File: config.mk
export PLATFORM = sky130hd
export DESIGN_NAME = serial_adder
export DESIGN_NICKNAME = d
export VERILOG_FILES = /design/src/rtl/full_adder.sv /design/src/rtl/serial_adder.sv
export SDC_FILE = /design/constraint.sdc
export NUM_CORES = 1
export LEC_CHECK = 0
export ABC_AREA = 1
export BUFFER_PORTS_ARGS = -buffer_cell sky130_fd_sc_hd__buf_2
export CAP_MARGIN = 20
export CORE_ASPECT_RATIO = 0.7
export CORE_UTILIZATION = 61
export CTS_BUF_LIST = sky130_fd_sc_hd__clkbuf_8
export CTS_CLUSTER_SIZE = 28
export DETAILED_ROUTE_END_ITERATION = 10
export GPL_TIMING_DRIVEN = 0
export PLACE_DENSITY = 0.95
export SLEW_MARGIN = 40
export SYNTH_ARGS = -nofsm -noshare
export SYNTH_HDL_FRONTEND = slang
export SYNTH_SLANG_ARGS = --single-unit
export TNS_END_PERCENT = 50
File: constraint.sdc
create_clock -name clk -period 2.9 [get_ports clk]
set_input_delay 0.435 -clock clk [delete_from_list [all_inputs] [get_ports clk]]
set_output_delay 0.435 -clock clk [all_outputs]
set_load 0.005 [all_outputs]
File: src/rtl/full_adder.sv
// One-bit full adder cell; the serial adder reuses it once per operand bit.
module full_adder (
  input  logic A,
  input  logic B,
  input  logic Cin,
  output logic Sum,
  output logic Carry
);

  assign Sum   = A ^ B ^ Cin;
  assign Carry = (A & B) | (A & Cin) | (B & Cin);

endmodule

File: src/rtl/serial_adder.sv
// Bit-serial WIDTH-bit adder: one full_adder cell processes one bit per clock, LSB
// first, with a start/busy/done handshake and a registered result.
module serial_adder #(
  parameter int WIDTH = 8
) (
  input  logic             clk,
  input  logic             rst_n,
  input  logic             start,
  input  logic [WIDTH-1:0] A,
  input  logic [WIDTH-1:0] B,
  input  logic             Cin,
  output logic             busy,
  output logic             done,
  output logic [WIDTH-1:0] Sum,
  output logic             Cout
);

  localparam int CNT_W = $clog2(WIDTH + 1);

  localparam logic ST_IDLE = 1'b0;
  localparam logic ST_RUN  = 1'b1;

  localparam logic [CNT_W-1:0] LAST_CNT = CNT_W'(WIDTH - 1);
  localparam logic [CNT_W-1:0] CNT_ONE  = CNT_W'(1);
  localparam logic [CNT_W-1:0] CNT_ZERO = CNT_W'(0);

  logic             state_r;
  logic [WIDTH-1:0] a_sh_r;
  logic [WIDTH-1:0] b_sh_r;
  logic [WIDTH-2:0] s_sh_r;
  logic             c_ff_r;
  logic [CNT_W-1:0] cnt_r;

  logic             fa_sum_s;
  logic             fa_carry_s;
  logic             last_bit_s;
  logic [WIDTH-2:0] s_next_s;

  full_adder u_full_adder (
    .A     (a_sh_r[0]),
    .B     (b_sh_r[0]),
    .Cin   (c_ff_r),
    .Sum   (fa_sum_s),
    .Carry (fa_carry_s)
  );

  assign last_bit_s = (state_r == ST_RUN) && (cnt_r == LAST_CNT);
  // Partial-sum register keeps only the low WIDTH-1 bits; the final bit comes straight from the cell.
  assign s_next_s   = (WIDTH-1)'({fa_sum_s, s_sh_r} >> 1);
  assign busy       = state_r;

  // Sequencer: operand capture, bit shifting, carry flip-flop and bit counter.
  always_ff @(posedge clk) begin
    if (!rst_n) begin
      state_r <= ST_IDLE;
      a_sh_r  <= {WIDTH{1'b0}};
      b_sh_r  <= {WIDTH{1'b0}};
      s_sh_r  <= {(WIDTH-1){1'b0}};
      c_ff_r  <= 1'b0;
      cnt_r   <= CNT_ZERO;
    end else begin
      case (state_r)
        ST_IDLE: begin
          if (start) begin
            a_sh_r  <= A;
            b_sh_r  <= B;
            c_ff_r  <= Cin;
            cnt_r   <= CNT_ZERO;
            state_r <= ST_RUN;
          end else begin
            state_r <= ST_IDLE;
          end
        end
        ST_RUN: begin
          a_sh_r <= {1'b0, a_sh_r[WIDTH-1:1]};
          b_sh_r <= {1'b0, b_sh_r[WIDTH-1:1]};
          s_sh_r <= s_next_s;
          c_ff_r <= fa_carry_s;
          cnt_r  <= cnt_r + CNT_ONE;
          if (cnt_r == LAST_CNT) begin
            state_r <= ST_IDLE;
          end else begin
            state_r <= ST_RUN;
          end
        end
        default: begin
          state_r <= ST_IDLE;
        end
      endcase
    end
  end

  // Output stage: result and done pulse update only on the last bit.
  always_ff @(posedge clk) begin
    if (!rst_n) begin
      Sum  <= {WIDTH{1'b0}};
      Cout <= 1'b0;
      done <= 1'b0;
    end else if (last_bit_s) begin
      Sum  <= {fa_sum_s, s_sh_r};
      Cout <= fa_carry_s;
      done <= 1'b1;
    end else begin
      done <= 1'b0;
    end
  end

endmodule
==> results.md <==
* Outcome: finished, final reports clean
* PwrDens at 536 nW/µm²
* Max VDD drop at 435 µV
* Vias at 1,578
* CTS tree: yes
* CTS root buf: clkbuf_8
* DRC at 0
* Fmax achieved at 0.812 GHz
* Cell Area, Synth at 1680 µm²
* Tcrit/Tclk final at 42.5%
* Max_cap viols at 0
* Synth area leaders: dfxtp_1 46%, nand2_1 15%, nand3_1 14%
* IO Port Bufs at 28
* CTS sink cnt at 39
* Hold/Removal Path Class: in2reg
* Area growth from synthesis to layout at 15.7%
* Unrepaired setup endpoints after global routing: no
* Clock Path Buffers at 2
* Drt wl/cell at 12.5 µm
* Post-Route Setup TNS at 0 ns
* Hold Startpoint: A[7]
* Final WL at 3750 µm
* Vias in the first global route at ~1,300
* Setup CP Type: reg2reg
* Gpl congestion at 0.778
* Post-CTS Resized at 0
* Hold Path Depth at 3
* # rows at 15
* Hold EP: a_sh_r[7]$_SDFFE_PN0P_
* Initial Util at roughly 66%
* Share of cells above drive strength 1 at 19.2%
* Clock period minus worst slack at around 1.2 ns
* Final ANT Viol Nets at 0
* First-pass GRT wire length at between 6000 and 7000 µm
* 1st-iter DRT viols at 135
* Ports at 31
* Largest net degree at the start of global routing at 12
* Antenna Cells at 0
* Mapped Cells at 229
* CP Data Arrival Time at 1.48 ns
* Synthesis-stage register bit count at 39
* Async SR Flop Fraction at 0%
* Sequential area share after synthesis at between 40% and 50%
* Worst R2R Setup Slack at between 1.5 and 2 ns
* CTS Buf Count at 5
* Drt pass-1 iters at 4
* Worst R2R Path Depth at 5
* Worst slew pin tran at 0.453 ns
* Setup violations, final at 0
* Synth top area share at 46.5%
* Fin Clk Skew at 0.00456 ns
* Largest area contributor in the netlist: dfxtp_1
* Antenna violations before repair at 0
* Overall Power at roughly 1.0 mW
* EDFF count, synth at 0
* CP required at 3.14 ns
* Final hold vios at 0
* Synthesized area per cell at 7.34 µm²
* R2R Path Start: cnt_r[0]$_SDFFE_PN0P_
* Leakage Power at between 1 and 1.5 nW
* Total track usage at 28.3%
* Die Ht at 45.9 µm
* CTS Hold Bufs at 0
* Finished Core Util at 76.7%
* Slew HR at a little over two thirds
* Reg2reg end: Cout$_SDFFE_PN0P_
* Top cell types by occurrence after synthesis: 67 x nand2_1, 48 x nand3_1, 39 x dfxtp_1, 20 x nor2_1, 19 x inv_1
* Routed vias/inst at 5.28
* H-Tree Depth at 2
* Crit end category: register
* Die W at 64.7 µm
* Core area at 2530 µm²
* Worst setup SP type: register
* Final Max Slew Viols at 0
* Final net count at 286
* Clk Latency, worst-skew pair at 0.30 ns
* Design Area, Final at roughly 1900 µm²
* YS warnings at 0
* Clk slew on worst S/H paths at about 0.070 ns
* HPWL after DPL at 2570 µm
* Count leader, synth: nand2_1
* Syn_nets at 251
* Grt total ovfl at 0
* Die Area at 2970 µm²
* Primary FF master, synth: dfxtp_1
* CP max FO at 10
* Area after DPL at about 1900 µm²
* Post-CTS Repair Setup Buffers at 0
* Distinct cells, synth at 20
## logic make-up after synthesis
family / count (synthesis) / synth area share [%]
compound gates: 14 / 4.39
fa+ha+maj: 2 / 1.94
buf+inv: 34 / 10.7
flops: 39 / 46.5
simple gates: 140 / 36.5
## stage by stage
stage	setup slack, ns	instances	hold slack (ns)
4_1_cts	1.66	299	0.391
6_report	1.67	299	0.386
2_1_floorplan	1.83	229	0.444
3_3_place_gp	1.69	291	0.452
3_5_place_dp	1.65	291	0.455
5_1_grt	1.54	299	0.397
## worst max-delay path, cell delays in order, from the launching register on
cell     delay, ns
dfxtp_1       0.39
ha_1          0.22
nand2_2       0.11
nor2_4        0.25
nand3_1       0.12
nand2_1       0.08
## registers in the layout (all words and copies together) (netlist names)
signal  cells
Sum         8
a_sh_r      8
b_sh_r      8
s_sh_r      7
cnt_r       4
Cout        1
busy        1
c_ff_r      1
done        1
## worst max path at each step
stage | from | endpoint | slack, ns
after floorplan | start | b_sh_r[1]$_SDFFE_PN0P_ | 1.83
final | cnt_r[0]$_SDFFE_PN0P_ | Cout$_SDFFE_PN0P_ | 1.67
after CTS | cnt_r[0]$_SDFFE_PN0P_ | Sum[2]$_SDFFE_PN0P_ | 1.66
after global routing | cnt_r[0]$_SDFFE_PN0P_ | Cout$_SDFFE_PN0P_ | 1.54
after global placement | rst_n | Sum[2]$_SDFFE_PN0P_ | 1.69
after detailed placement | rst_n | Sum[2]$_SDFFE_PN0P_ | 1.65
## layout by cell type (no fill, tap or decap), types with 2 or more instances in the layout
master	synthesis	routed
buf_6	5	5
nor2_1	20	20
clkbuf_8	0	5
o21ai_0	8	8
nand2_1	67	67
dfxtp_1	39	39
buf_1	2	2
inv_1	19	21
nand3_1	48	48
nor2_4	2	2
buf_4	2	2
a21oi_1	5	5
buf_2	4	32
## where the power goes
part           internal (mW)  switching [mW]
combinational         0.0485          0.0713
sequential             0.559          0.0151
clock                  0.162           0.186
## final cells by class
type	count	area (µm²)
clock inverter	3	12.5
clock buffer	5	68.8
fill	204	589
timing repair buffer	28	140
multi-input combinational	156	719
sequential	39	781
tap	34	42.5
buffer	14	103
inverter	20	77.6
## metal layers
metal,up-vias,track usage (%),routed length [µm]
li1,794,-,-
met1,718,37.7,1740
met2,57,43.1,1690
met3,9,9.25,244
met4,0,10.2,76
met5,-,0,0
Note: power is estimated with default switching activity, not from simulation.
